<file path="src/rtl/wrr_stream_arbiter_if.sv">
// Stream bundle for wrr_stream_arbiter.
//   weight_i    : per-input burst weight, slice i = input i (0 behaves as 1)
//   inp_data_i  : per-input payloads, slice i = input i
//   inp_valid_i : per-input valids
//   inp_ready_o : per-input readies (only the selected input may see ready)
//   oup_data_o  : selected payload
//   oup_idx_o   : index of the selected input
//   oup_valid_o : output valid
//   oup_ready_i : output ready
// Modports: slave = arbiter side, master = requesters/consumer side.
interface wrr_stream_arbiter_if #(
  parameter int NumInp      = 4,
  parameter int DataWidth   = 32,
  parameter int WeightWidth = 4,
  parameter int IdxWidth    = $clog2(NumInp)
);
  logic [NumInp*WeightWidth-1:0] weight_i;
  logic [NumInp*DataWidth-1:0]   inp_data_i;
  logic [NumInp-1:0]             inp_valid_i;
  logic [NumInp-1:0]             inp_ready_o;
  logic [DataWidth-1:0]          oup_data_o;
  logic [IdxWidth-1:0]           oup_idx_o;
  logic                          oup_valid_o;
  logic                          oup_ready_i;

  modport slave (
    input  weight_i, inp_data_i, inp_valid_i, oup_ready_i,
    output inp_ready_o, oup_data_o, oup_idx_o, oup_valid_o
  );

  modport master (
    output weight_i, inp_data_i, inp_valid_i, oup_ready_i,
    input  inp_ready_o, oup_data_o, oup_idx_o, oup_valid_o
  );
endinterface

</file>
<file path="src/rtl/wrr_stream_arbiter.sv">
// Weighted round-robin arbiter: NumInp valid/ready streams share one output.
// A granted input keeps the output for up to max(weight,1) beats, then the
// round-robin pointer moves past it. Datapath is combinational (no buffering).
// Once the output is valid the selection is locked until it transfers.
// Ports:
//   clk_i : clock
//   rst_i : synchronous active-high reset (forces all outputs to 0)
//   bus   : wrr_stream_arbiter_if.slave (weights, input streams, output stream)
// Optional build macro WRR_ARB_PRIO_EN: input 0 becomes a priority requester
// (wins every IDLE selection, cuts other bursts short, never moves rr_ptr).

// Per-input helper: effective weight and ready steering.
module wrr_stream_arbiter_lane #(
  parameter int IdxWidth    = 2,
  parameter int WeightWidth = 4,
  parameter int Lane        = 0
) (
  input  logic [WeightWidth-1:0] weight_i,
  input  logic [IdxWidth-1:0]    sel_i,
  input  logic                   xfer_en_i,
  output logic [WeightWidth-1:0] w_eff_o,
  output logic                   ready_o
);
  assign w_eff_o = (weight_i == '0) ? WeightWidth'(1) : weight_i;
  assign ready_o = xfer_en_i && (sel_i == IdxWidth'(Lane));
endmodule

module wrr_stream_arbiter #(
  parameter int NumInp      = 4,
  parameter int DataWidth   = 32,
  parameter int WeightWidth = 4
) (
  input  logic                 clk_i,
  input  logic                 rst_i,
  wrr_stream_arbiter_if.slave  bus
);
  localparam int IdxWidth = $clog2(NumInp);

  typedef enum logic {IDLE, GRANT} state_e;

  state_e                 state_q;
  logic [IdxWidth-1:0]    rr_ptr_q;
  logic [IdxWidth-1:0]    gidx_q;
  logic [WeightWidth-1:0] cnt_q;

  logic [NumInp-1:0][DataWidth-1:0]   data_arr;
  logic [NumInp-1:0][WeightWidth-1:0] w_eff;
  logic [NumInp-1:0]                  lane_ready;

  logic [IdxWidth-1:0]    sel_rr, idle_sel, sel;
  logic                   rr_hit, any_valid, oup_valid, xfer, preempt;
  logic [WeightWidth-1:0] idle_w;
  logic [IdxWidth-1:0]    rr_after_idle, rr_after_grant;

  assign data_arr = bus.inp_data_i;

  function automatic logic [IdxWidth-1:0] next_idx(input logic [IdxWidth-1:0] i);
    return (i == IdxWidth'(NumInp-1)) ? '0 : i + IdxWidth'(1);
  endfunction

  // Cyclic first-valid search starting at rr_ptr.
  always_comb begin
    int                  j;
    logic [IdxWidth-1:0] jidx;
    sel_rr = rr_ptr_q;
    rr_hit = 1'b0;
    j      = 0;
    jidx   = '0;
    for (int k = 0; k < NumInp; k++) begin
      j = int'(rr_ptr_q) + k;
      if (j >= NumInp) j = j - NumInp;
      jidx = IdxWidth'(j);
      if (!rr_hit && bus.inp_valid_i[jidx]) begin
        rr_hit = 1'b1;
        sel_rr = jidx;
      end
    end
  end

`ifdef WRR_ARB_PRIO_EN
  assign idle_sel       = bus.inp_valid_i[0] ? '0 : sel_rr;
  // Input 0 may cut another requester's burst short at any handshake.
  assign preempt        = (gidx_q != '0) && bus.inp_valid_i[0];
  // Priority grants leave the round-robin order untouched.
  assign rr_after_idle  = (idle_sel == '0) ? rr_ptr_q : next_idx(idle_sel);
  assign rr_after_grant = (gidx_q == '0) ? rr_ptr_q : next_idx(gidx_q);
`else
  assign idle_sel       = sel_rr;
  assign preempt        = 1'b0;
  assign rr_after_idle  = next_idx(idle_sel);
  assign rr_after_grant = next_idx(gidx_q);
`endif

  assign any_valid = |bus.inp_valid_i;
  assign sel       = (state_q == GRANT) ? gidx_q : idle_sel;
  assign idle_w    = w_eff[idle_sel];

  // Reset masks the output so nothing transfers in a reset cycle.
  assign oup_valid = !rst_i && ((state_q == GRANT) ? bus.inp_valid_i[gidx_q] : any_valid);
  assign xfer      = oup_valid && bus.oup_ready_i;

  for (genvar g = 0; g < NumInp; g++) begin : g_lane
    wrr_stream_arbiter_lane #(
      .IdxWidth    (IdxWidth),
      .WeightWidth (WeightWidth),
      .Lane        (g)
    ) u_lane (
      .weight_i  (bus.weight_i[g*WeightWidth +: WeightWidth]),
      .sel_i     (sel),
      .xfer_en_i (xfer),
      .w_eff_o   (w_eff[g]),
      .ready_o   (lane_ready[g])
    );
  end

  assign bus.inp_ready_o = lane_ready;
  assign bus.oup_valid_o = oup_valid;
  assign bus.oup_idx_o   = rst_i ? '0 : sel;
  assign bus.oup_data_o  = rst_i ? '0 : data_arr[sel];

  always_ff @(posedge clk_i) begin
    if (rst_i) begin
      state_q  <= IDLE;
      rr_ptr_q <= '0;
      gidx_q   <= '0;
      cnt_q    <= '0;
    end else begin
      case (state_q)
        IDLE: begin
          if (any_valid) begin
            if (xfer) begin
              if (idle_w == WeightWidth'(1)) begin
                rr_ptr_q <= rr_after_idle;
              end else begin
                state_q <= GRANT;
                gidx_q  <= idle_sel;
                cnt_q   <= idle_w - WeightWidth'(1);
              end
            end else begin
              // Stall: lock the selection with the full burst still owed.
              state_q <= GRANT;
              gidx_q  <= idle_sel;
              cnt_q   <= idle_w;
            end
          end
        end
        GRANT: begin
          if (!bus.inp_valid_i[gidx_q]) begin
            state_q  <= IDLE;
            rr_ptr_q <= rr_after_grant;
          end else if (xfer) begin
            if (cnt_q == WeightWidth'(1) || preempt) begin
              state_q  <= IDLE;
              rr_ptr_q <= rr_after_grant;
              cnt_q    <= '0;
            end else begin
              cnt_q <= cnt_q - WeightWidth'(1);
            end
          end
        end
        default: state_q <= IDLE;
      endcase
    end
  end
endmodule
</file>
<file path="src/flat_wrapper.sv">
// flat-port wrapper written by rule: the top's interface ports become plain ports
module wrr_stream_arbiter_flat 
#(
  parameter int NumInp      = 4,
  parameter int DataWidth   = 32,
  parameter int WeightWidth = 4
)
  (clk_i, rst_i, bus_weight_i, bus_inp_data_i, bus_inp_valid_i, bus_oup_ready_i, bus_inp_ready_o, bus_oup_data_o, bus_oup_idx_o, bus_oup_valid_o);
  wrr_stream_arbiter_if #(.NumInp(NumInp), .DataWidth(DataWidth), .WeightWidth(WeightWidth)) bus_i ();
  input  logic clk_i;
  input  logic rst_i;
  input wire logic [$bits(bus_i.weight_i)-1:0] bus_weight_i;
  input wire logic [$bits(bus_i.inp_data_i)-1:0] bus_inp_data_i;
  input wire logic [$bits(bus_i.inp_valid_i)-1:0] bus_inp_valid_i;
  input wire logic [$bits(bus_i.oup_ready_i)-1:0] bus_oup_ready_i;
  output wire logic [$bits(bus_i.inp_ready_o)-1:0] bus_inp_ready_o;
  output wire logic [$bits(bus_i.oup_data_o)-1:0] bus_oup_data_o;
  output wire logic [$bits(bus_i.oup_idx_o)-1:0] bus_oup_idx_o;
  output wire logic [$bits(bus_i.oup_valid_o)-1:0] bus_oup_valid_o;
  assign bus_i.weight_i = bus_weight_i;
  assign bus_i.inp_data_i = bus_inp_data_i;
  assign bus_i.inp_valid_i = bus_inp_valid_i;
  assign bus_i.oup_ready_i = bus_oup_ready_i;
  assign bus_inp_ready_o = bus_i.inp_ready_o;
  assign bus_oup_data_o = bus_i.oup_data_o;
  assign bus_oup_idx_o = bus_i.oup_idx_o;
  assign bus_oup_valid_o = bus_i.oup_valid_o;
  wrr_stream_arbiter #(.NumInp(NumInp), .DataWidth(DataWidth), .WeightWidth(WeightWidth)) u_core (.clk_i(clk_i), .rst_i(rst_i), .bus(bus_i));
endmodule
</file>
<file path="config.mk">
export PLATFORM = sky130hd
export DESIGN_NAME = wrr_stream_arbiter_flat
export DESIGN_NICKNAME = d
export VERILOG_FILES = /design/src/rtl/wrr_stream_arbiter_if.sv /design/src/rtl/wrr_stream_arbiter.sv /design/src/flat_wrapper.sv
export SDC_FILE = /design/constraint.sdc
export NUM_CORES = 1
export LEC_CHECK = 0
export CORE_UTILIZATION = 32
export CTS_CLUSTER_SIZE = 14
export DETAILED_ROUTE_END_ITERATION = 6
export PLACE_DENSITY = 0.89
export SKIP_CTS_REPAIR_TIMING = 1
export SLEW_MARGIN = 30
export SYNTH_ARGS = -nofsm -noshare
export SYNTH_HDL_FRONTEND = slang
export SYNTH_SLANG_ARGS = --single-unit
</file>
<file path="constraint.sdc">
create_clock -name clk_i -period 3.9 [get_ports clk_i]
set_input_delay 0.78 -clock clk_i [delete_from_list [all_inputs] [get_ports clk_i]]
set_output_delay 0.78 -clock clk_i [all_outputs]
set_load 0.03 [all_outputs]
</file>
---- Word level (Yosys, flattened, before mapping) ----
Cells that the tools add are included.
operators by class
  add/sub/neg operators ................... 11
  $lt $le $gt $ge ......................... 11
  equal/unequal tests ..................... 16
  muxes and demuxes ....................... 58
  bitwise gates (word level) .............. 1
  reduce and logical (&&, ||, !) cells .... 22
operator list
  operator               number
  $bmux W32 S2           1
  $mux W32               2
  $mux W4                11
  $mux W2                20
  $lt A2 B3 Y1 const B   7
  $logic_not A4 Y1       4
  $mux W1                15
  $bmux W1 S2            5
  $ge A3 B3 Y1 const B   3
  $logic_and A1 B1 Y1    9
  $ne A3 B3 Y1 const B   3
  $bmux W4 S2            1
  $eq A2 B2 Y1 const B   4
  $eq A4 B1 Y1 const B   2
  $ne A2 B2 Y1 const B   4
  $pmux W4 S2            1
  $sub A2 B1 Y2 const B  4
  $sub A4 B1 Y4 const B  2
  $add A2 B2 Y3 const B  2
  $reduce_and A5 Y1      1
  $add A2 B1 Y2 const B  2
  $logic_not A1 Y1       4
  $ne A2 B1 Y1 const B   2
  $pmux W2 S2            1
  9 further kinds        9
storage, ports and cells
  flip-flop bits (word level) ............. 9
  input bits .............................. 151

---- Longest topological paths before layout ----
Gate-level depths: netlist (run 1).
  depth in word-level cells ............... 21
  gate-level depth with buffers ........... 12

---- Modules after synthesis ----
From an unflattened synthesis (run 1), not the netlist that was laid out.
unflattened totals
  cells, all modules ...................... 215
  area total of the unflattened synthesis .. 2044.5 sq um
modules (own cells, without submodules)
  module                                                 times used  cells an instance  area each (sq um)
  wrr_stream_arbiter                                     1           189                1925.6
  wrr_stream_arbiter_lane (u_core.g_lane[1].u_lane ...)  2           7                  30.0
  wrr_stream_arbiter_lane (u_core.g_lane[0].u_lane)      1           6                  30.0
  wrr_stream_arbiter_lane (u_core.g_lane[3].u_lane)      1           6                  28.8

---- Worst setup path before layout (run 1) ----
No wires, ideal clock.
  kind .................................... input-to-output
  from .................................... in bus_inp_valid_i[2]
  to ...................................... out bus_oup_data_o[10]
  arrival ................................. 2.620 ns
  data required time ...................... 3.120 ns
  slack ................................... 0.500 ns
  stages .................................. 9
  path buffers ............................ 3
  cell sequence ........................... nor2_1 -> a211o_1 -> buf_6 -> nand3_1 -> o21a_1 -> buf_2 -> buf_6 -> mux4_2 -> and2_1
on the way
  cells in the longest elaborated chain, start to end .. 16
  elaborated cells on any way between the ends .. 25
  classes of those cells .................. mux: 19; reduce/logical: 6
ends and longest elaborated chain
  item                              line                       source
  from (decl)                       flat_wrapper.sv:14         input wire logic [$bits(bus_i.inp_valid_i)-1:0] bus_inp_valid_i;
  $bmux W1 S2                       wrr_stream_arbiter.sv:73   if (!rr_hit && bus.inp_valid_i[jidx]) begin
  $mux W1 (implied by the code)     wrr_stream_arbiter.sv:73
  $mux W1                           wrr_stream_arbiter.sv:73
  $logic_not A1 Y1                  wrr_stream_arbiter.sv:73
  $logic_and A1 B1 Y1               wrr_stream_arbiter.sv:73
  $mux W1                           wrr_stream_arbiter.sv:73
  $logic_not A1 Y1                  wrr_stream_arbiter.sv:73
  $logic_and A1 B1 Y1               wrr_stream_arbiter.sv:73
  $mux W1                           wrr_stream_arbiter.sv:73
  $logic_not A1 Y1                  wrr_stream_arbiter.sv:73
  $logic_and A1 B1 Y1               wrr_stream_arbiter.sv:73
  $mux W2 *                         wrr_stream_arbiter.sv:73
  $mux W2 *                         wrr_stream_arbiter.sv:95   assign sel = (state_q == GRANT) ? gidx_q : idle_sel;
  $bmux W32 S2 *                    wrr_stream_arbiter.sv:119  assign bus.oup_data_o = rst_i ? '0 : data_arr[sel];
  $mux W32 (implied by the code) *  wrr_stream_arbiter.sv:119
  $mux W32 *                        wrr_stream_arbiter.sv:119
  to (decl)                         flat_wrapper.sv:17         output wire logic [$bits(bus_i.oup_data_o)-1:0] bus_oup_data_o;
Mark *: on every way between the ends. The rest lies on a longest branch, timed or not. The select of a mux whose other input is x is not followed.

---- Worst setup path in the final report (run 1) ----
  from .................................... in bus_inp_valid_i[3]
  to ...................................... out bus_oup_data_o[7]
Same word-level chain as after synthesis.

==> results of run 1 <==
-- metal layers --
metal | track usage | wire length (um) | share of wire
met5 | 0 | 0 | 0
met1 | 0.2725 | 3400 | 0.36
met2 | 0.4896 | 5238 | 0.56
met3 | 0.04326 | 498 | 0.053
met4 | 0.07994 | 286 | 0.030
-- cell families (layout without fill, tap and decap cells) --
kind of cell / count (synthesis) / in the layout / share of synthesized area
and+or+nand+nor: 96 / 96 / 0.2315
AOI/OAI and AO/OA: 47 / 47 / 0.1980
muxes: 40 / 40 / 0.3759
buffers and inverters: 31 / 251 / 0.08026
DFF: 9 / 9 / 0.08314
adders and majority gates: 4 / 4 / 0.02310
xor gates and xnor gates: 2 / 2 / 0.008085
-- cells in the final DEF, fill, tap and decap left out, drive strengths merged, types with 2 or more instances in the layout --
master	n
nand2b	2
a211o	4
nor2b	6
a311oi	2
nor3	6
nor2	18
o21ai	5
mux2i	6
o311ai	3
dfxtp	9
o31ai	3
buf	61
and2	32
xnor2	2
nand3	3
nand2	20
mux4	33
ha	4
a21oi	6
dlymetal6s2s	6
inv	10
clkbuf	26
a31oi	5
a21o	4
or3	3
clkdlybuf4s50	147
a211oi	7
-- worst min path at each step --
stage | startpoint | to | cells past startpoint
2_1_floorplan | u_core.cnt_q[1]$_SDFFE_PP0P_ | u_core.cnt_q[1]$_SDFFE_PP0P_ | 2
3_3_place_gp | u_core.cnt_q[1]$_SDFFE_PP0P_ | u_core.cnt_q[1]$_SDFFE_PP0P_ | 2
3_5_place_dp | u_core.cnt_q[3]$_SDFFE_PP0P_ | u_core.cnt_q[3]$_SDFFE_PP0P_ | 2
4_1_cts | u_core.cnt_q[1]$_SDFFE_PP0P_ | u_core.cnt_q[1]$_SDFFE_PP0P_ | 2
5_1_grt | u_core.cnt_q[1]$_SDFFE_PP0P_ | u_core.cnt_q[1]$_SDFFE_PP0P_ | 2
6_report | u_core.cnt_q[1]$_SDFFE_PP0P_ | u_core.cnt_q[1]$_SDFFE_PP0P_ | 2
-- metrics by stage --
| step | TNS, ns | instance area, um2 | total power, mW | setup WS (ns) |
|---|---|---|---|---|
| floorplan | 0 | 2167 | 0.7176 | 0.5002 |
| global placement | -17.42 | 4229 | 1.080 | -0.6326 |
| detailed placement | -21.05 | 4229 | 1.109 | -0.7608 |
| CTS | -21.36 | 4274 | 1.221 | -0.7677 |
| global route | 0 | 4417 | 1.359 | 0.02609 |
| finish | 0 | 4417 | 1.287 | 0.1457 |
-- critical path, cell delays in order --
cell,delay [ns]
dlymetal6s2s_1,0.17
and3b_1,0.21
nor4_2,0.29
and2b_1,0.24
nor2_2,0.15
a21oi_4,0.07
clkbuf_16,0.18
clkbuf_4,0.18
mux4_2,0.30
and2_1,0.17
dlymetal6s2s_1,0.24
-- power by group through the flow --
stage / Clock [mW] / Combinational (mW) / Sequential, mW
detailed placement: 0 / 0.975 / 0.134
CTS: 0.109 / 0.979 / 0.133
floorplan: 0 / 0.593 / 0.125
global route: 0.116 / 1.11 / 0.136
finish: 0.110 / 1.04 / 0.135
global placement: 0 / 0.948 / 0.132
-- state kept, by name, summed over array words and instances, names as in the netlist --
| name | count |
|---|---|
| u_core.cnt_q | 4 |
| u_core.gidx_q | 2 |
| u_core.rr_ptr_q | 2 |
| u_core.state_q | 1 |
-- cell type report --
type	count	share of cell area
inverter	11	0.009348
sequential	9	0.04079
clock buffer	4	0.01020
tap	77	0.02181
multi-input combinational	189	0.4193
timing repair buffer	236	0.4986
==> reports/qor.yml, run 1 <==
synthesis:
  synthCells: 229
  synth_warnings: 0
  synth_area_um2: 2167
  synth_nets: 384
  synthTopCellsByArea: "mux4_2 34%, and2_1 9.2%, dfxtp_1 8.3%"
  synth_edf_count: 0
  synth_top_area_frac: 0.3430
  synth-main-ff-cell: "dfxtp_1"
  synth.distinct_cells: 50
  synth_seq_cells: 9
  synth.cells.most_frequent: "33 x mux4_2, 32 x and2_1, 20 x nand2_1"
  yosysTopAreaCell: "mux4_2"
  synthArstFlopShare: 0
  ys_seq_area_frac: 0.08314
  syn_avg_cell_area_um2: 9.463
  yosysMostFrequentCell: "mux4_2"
worst_setup_path:
  worstPathMaxFanout: 7
  reg2reg_slack_ns: 1.04
  crit_type: "in2out"
  reg2reg_depth: 11
  crit_end: "bus_oup_data_o[7]"
  cp-end-kind: "output port"
  r2r-end: "u_core.rr_ptr_q[0]$_SDFFE_PP0P_"
  rr_startpoint: "u_core.rr_ptr_q[0]$_SDFFE_PP0P_"
  cp.arrival_ns: 2.97
  worstPathRequired_ns: 3.12
  crit_start: "bus_inp_valid_i[3]"
  crit_path_start_kind: "input port"
global_routing:
  grt_max_degree: 33
  grt_pass1_wl_mm: 14.14
  grt_overflow: 0
  antenna_found_initial: 0
  grt_util_all_layers: 0.2508
  grt_pass1_vias: 2913
timing:
  fin_crit_sh: 0.9626
  holdWs_ns: 0.5006
  worstMarginPinSlew_ns: 0.4378
  skew_ns: 0.004194
  timing.fmax_ghz: 0.2664
  finalMaxSlewViolations: 0
  slew_headroom: 0.7051
  period_needed_ns: 3.754
  setup-violations-final: 0
  finalHoldViolations: 0
  rsz0062_at_grt: "false"
clocking:
  cts_tree: "yes"
  htree_levels: 1
  root_buffer: "clkbuf_8"
  clockBufferDepth: 2
  clock_sinks: 9
  clock_latency_ns: 0.23
  cts_buffers: 3
  path_clk_slew_ns: 0.05
power_and_ir_drop:
  p_sw_frac: 0.4141
  p_int_mw: 0.7543
  power.ir.vdd_worst_mv: 0.1356
  p_leak_nw: 1.887
  p_clk_frac: 0.085
  p_per_area_nw_per_um2: 291.5
  power_frac_comb: 0.809
  power_switching_mw: 0.5331
  seqPwrFrac: 0.105
route:
  wirelength_mm: 9.424
  vias: 2766
  viasPerCell: 5.259
  drt_pass1_iterations: 6
  drt_iter0_drc: 157
  drt-wirelength-per-cell_um: 17.92
  drc: 4
  ant_nets: 0
layout:
  syn_to_final_growth_pct: 103.8
  n_fill_cell: 495
  drive_gt1_frac: 0.3007
  multi_input_area_um2: 1852
  nets: 605
  insertedDiodeCount: 0
  regArea_um2: 180.2
  final_util: 0.6838
  stdcell_count: 526
placement:
  dp_hpwl_mm: 7.687
  dp.cells: 504
  port_buffers: 189
  globalplace.congestion: 0.9341
die:
  core_um2: 6459
  die_h_um: 84.29
  die_x_um: 84.29
  die_area_um2: 7105
  io_pins: 190
  placementRows: 29
  start_util: 0.3355
run_status:
  status: "complete, but fails checks"
  failed_checks: "design-rule violations"
hold_path:
  hold_class: "reg2reg"
run:
  drv_cap: 0
No activity file was read; power rests on OpenSTA's default activity.
==> inputs of run 2 (changes only) <==
Settings changed: ABC_AREA set to 1, CORE_UTILIZATION 32 to 37, PLACE_DENSITY 0.89 to 0.91, SETUP_SLACK_MARGIN set to 0.1.
==> run 2 against run 1 <==
  * The run now ends clean
  * Global-route usage rose by 1.3 points
  * Synthesized cell count rose by 110%
  * Setup slack improved by 0.11 ns
  * Die area rose by 10%
  * Sequential cell count did not move
  * Clock-buffer cell count did not move
  * Sequential share of layout area fell by 0.31 points
  * Clock power fell by 5%
  * Sequential power rose by 38%
  * Clock skew fell by 0.00070 ns
  * Via count rose by 36%
==> reports/qor.yml, run 2 <==
timing:
  skew_ns: 0.003491  # -0.0007033 ns
  period_needed_ns: 3.642  # -0.1124 ns
  worstMarginPinSlew_ns: 0.5509  # +0.1131 ns
  setup_ws_ns: 0.2581  # +0.1124 ns
  holdWs_ns: 0.5656  # +0.06495 ns
  rsz0062_at_grt: "false"
  setup_tns_ns: 0  # unchanged
  setup-violations-final: 0  # unchanged
  slew_headroom: 0.6327  # -0.07233
  fin_crit_sh: 0.9338  # -0.02882
  finalHoldViolations: 0  # unchanged
  timing.fmax_ghz: 0.2746  # +3.1%
  finalMaxSlewViolations: 0  # unchanged
placement:
  dp_hpwl_mm: 8.753  # +14%
  port_buffers: 189  # unchanged
  place_ws_ns: -0.09903  # +0.6618 ns
  place_area_um2: 4642  # +9.8%
  globalplace.congestion: 0.9180  # -1.7%
power_and_ir_drop:
  p_leak_nw: 2.270  # +20%
  power.ir.vdd_worst_mv: 0.5613  # +310%
  p_per_area_nw_per_um2: 803.0  # +180%
die:
  die_x_um: 88.49  # +5.0%
  core_um2: 7253  # +12%
  start_util: 0.3816  # +0.04605
  placementRows: 31  # +6.9%
  io_pins: 190  # unchanged
  die_area_um2: 7830  # +10%
  die_h_um: 88.49  # +5.0%
synthesis:
  synth_seq_cells: 9  # unchanged
  synth_area_um2: 2768  # +28%
  synth_edf_count: 0  # unchanged
  synth.cells.most_frequent: "237 x nand2_1, 32 x nor2_1, 30 x a21oi_2, 30 x a22oi_2, 25 x inv_1"
  synth-main-ff-cell: "dfxtp_1"
  synth.distinct_cells: 34  # -32%
  synthArstFlopShare: 0  # unchanged
  yosysMostFrequentCell: "nand2_1"
  synth_nets: 629  # +64%
  syn_avg_cell_area_um2: 5.839  # -38%
  synth_top_area_frac: 0.3214  # -0.02153
  synth_fa_ha_area_frac: 0.01808  # -0.005012
  synth_warnings: 0  # unchanged
  synthMuxAreaShare: 0  # -0.3759
  synth-simple-area-share: 0.5005  # +0.2689
  synth_xor_area_frac: 0.009494  # +0.001411
  ys_seq_area_frac: 0.06510  # -0.01804
  synthCells: 474  # +110%
  synthTopCellsByArea: "nand2_1 32%, a22oi_2 14%, a21oi_2 9.5%"
  synth-compound-area-share: 0.2785  # +0.08044
  yosysTopAreaCell: "nand2_1"
  synth_top_family_by_area: "simple AND/OR/NAND/NOR gates"
global_routing:
  grt_pass1_wl_mm: 16.22  # +15%
  grt_overflow: 0  # unchanged
  grt_max_degree: 37  # +12%
  grt_pass1_vias: 3608  # +24%
  grt_util_all_layers: 0.2639  # +0.01315
  antenna_found_initial: 0  # unchanged
worst_setup_path:
  worstPathMaxFanout: 8  # +1
  path_buf_inv: 6  # +2
  cpMaxStageDelayCell: "clkbuf_16"
  crit_start: "bus_inp_valid_i[3]"
  path_cells: "dlymetal6s2s_1, nand2_2, nand3_2, nand2_2, inv_2, nor2_4, buf_4, nand3_4, nand2_8, nor2_8, nor2_8, inv_6, nor2_8, clkbuf_16, a22oi_2, a21oi_2, buf_4"
  rr_startpoint: "u_core.rr_ptr_q[0]$_SDFFE_PP0P_"
  worst-path-stages: 17  # +6
  cp.arrival_ns: 2.86  # -0.11 ns
  crit_path_start_kind: "input port"
  path_delay_family: "simple AND/OR/NAND/NOR gates"
  slowest_delay_ns: 0.20  # -0.10 ns
  cp-end-kind: "output port"
  reg2reg_depth: 22  # +11
  critPathMostFrequentCell: "nor2_8"
  worstPathRequired_ns: 3.12  # about the same
  reg2reg_slack_ns: 0.89  # -0.15 ns
  crit_type: "in2out"
layout:
  syn_to_final_growth_pct: 74.01
  fin_area_um2: 4816  # +9.0%
  largest_reg_flops: 4  # unchanged
  layout_commonest_cell: "nand2_1"
  layout_common_cells: "233 x nand2_1, 146 x clkdlybuf4s50_1, 49 x buf_4, 32 x nor2_1, 31 x a22oi_2"
  nets: 817  # +35%
  regArea_um2: 181.4  # +0.69%
  drive_gt1_frac: 0.2436  # -0.05710
  regMostFlops: "u_core.cnt_q"
  reg_top3: "u_core.cnt_q (4), u_core.gidx_q (2), u_core.rr_ptr_q (2)"
  n_fill_cell: 584  # +18%
  multi_input_area_um2: 2252  # +22%
  insertedDiodeCount: 0  # unchanged
run_status:
  status: "finished clean"
route:
  viasPerCell: 4.938  # -6.1%
  drt-wirelength-per-cell_um: 14.02  # -22%
  drc: 0  # -4
  vias: 3753  # +36%
  wirelength_mm: 10.66  # +13%
  drt_iter0_drc: 169  # +7.6%
  drt_pass1_iterations: 5  # -1
  ant_nets: 0  # unchanged
  wl_met3_um: 603  # +21%
  met2_wirelength_mm: 5.771  # +10%
  met1_length_mm: 3.973  # +17%
  top_layer: "met4"
hold_path:
  hold_path_depth: 4  # +2
  hold_class: "reg2reg"
  holdCritStartpoint: "u_core.cnt_q[3]$_SDFFE_PP0P_"
clocking:
  cts_buffers: 3  # unchanged
  clock_sinks: 9  # unchanged
  clock_latency_ns: 0.23  # about the same
  htree_levels: 1  # unchanged
  root_buffer: "clkbuf_8"
  path_clk_slew_ns: 0.04  # about the same
  cts_tree: "yes"
  clockBufferDepth: 2  # unchanged
run:
  drv_cap: 0  # unchanged
==> run 2: cell types whose count changed in the layout (fill, tap and decap cells not counted), sizes merged, moves of 6 or more <==
cell / delta
nand2: +228
a21oi: +38
mux4: -33
a22oi: +32
and2: -32
clkbuf: -21
inv: +21
nand3: +20
nor2: +19
a211oi: -7
mux2i: -6
nor2b: -6
==> run 2: area by class of cell <==
cell class	instances	share of cell area
clock buffers	4	0.009353
flip-flops and latches	9	0.03767
well taps	99	0.02572
inverters	31	0.02572
repair buffers	212	0.4339
multi-input cells	405	0.4677
==> run 2: final timing paths <==
kind	to
max	bus_oup_data_o[23]
min	u_core.cnt_q[3]$_SDFFE_PP0P_
max reg2reg	u_core.gidx_q[1]$_SDFFE_PP0P_
min reg2reg	u_core.cnt_q[3]$_SDFFE_PP0P_
==> run 2: kinds of logic after synthesis <==
group	count (synthesis)
AO/OA/AOI/OAI	82
XOR/XNOR	3
adder cells (fa/ha/maj)	4
buffers and inverters	60
flip-flops	9
AND/OR/NAND/NOR	316
==> run 2: worst min-delay path: stages (launching register included) <==
cell and delay, ns:
dfxtp_1 0.31, inv_1 0.08, nand2_1 0.06, nand2_1 0.05, nor2_1 0.03
==> run 2: routing by layer <==
layer | global-route usage | up-vias
met5 | 0 | -
met4 | 0.09238 | 0
met3 | 0.05131 | 26
met2 | 0.5154 | 151
met1 | 0.2785 | 1681
li1 | - | 1895
==> run 2: through the flow <==
step | power (mW) | std cells | utilization
2_1_floorplan | 2.667 | 474 | -
3_3_place_gp | 3.484 | 750 | 0.6400
3_5_place_dp | 3.562 | 750 | 0.6400
4_1_cts | 3.680 | 754 | 0.6462
5_1_grt | 4.175 | 760 | 0.6640
6_report | 3.867 | 760 | 0.6640
==> run 2: power breakdown <==
part	total, mW	switching [mW]	leakage, nW	internal (mW)
registers	0.186	0.0558	0.0751	0.130
logic	3.58	2.13	2.17	1.45
clock network	0.104	0.0334	0.0228	0.0709
total	3.87	2.22	2.27	1.65
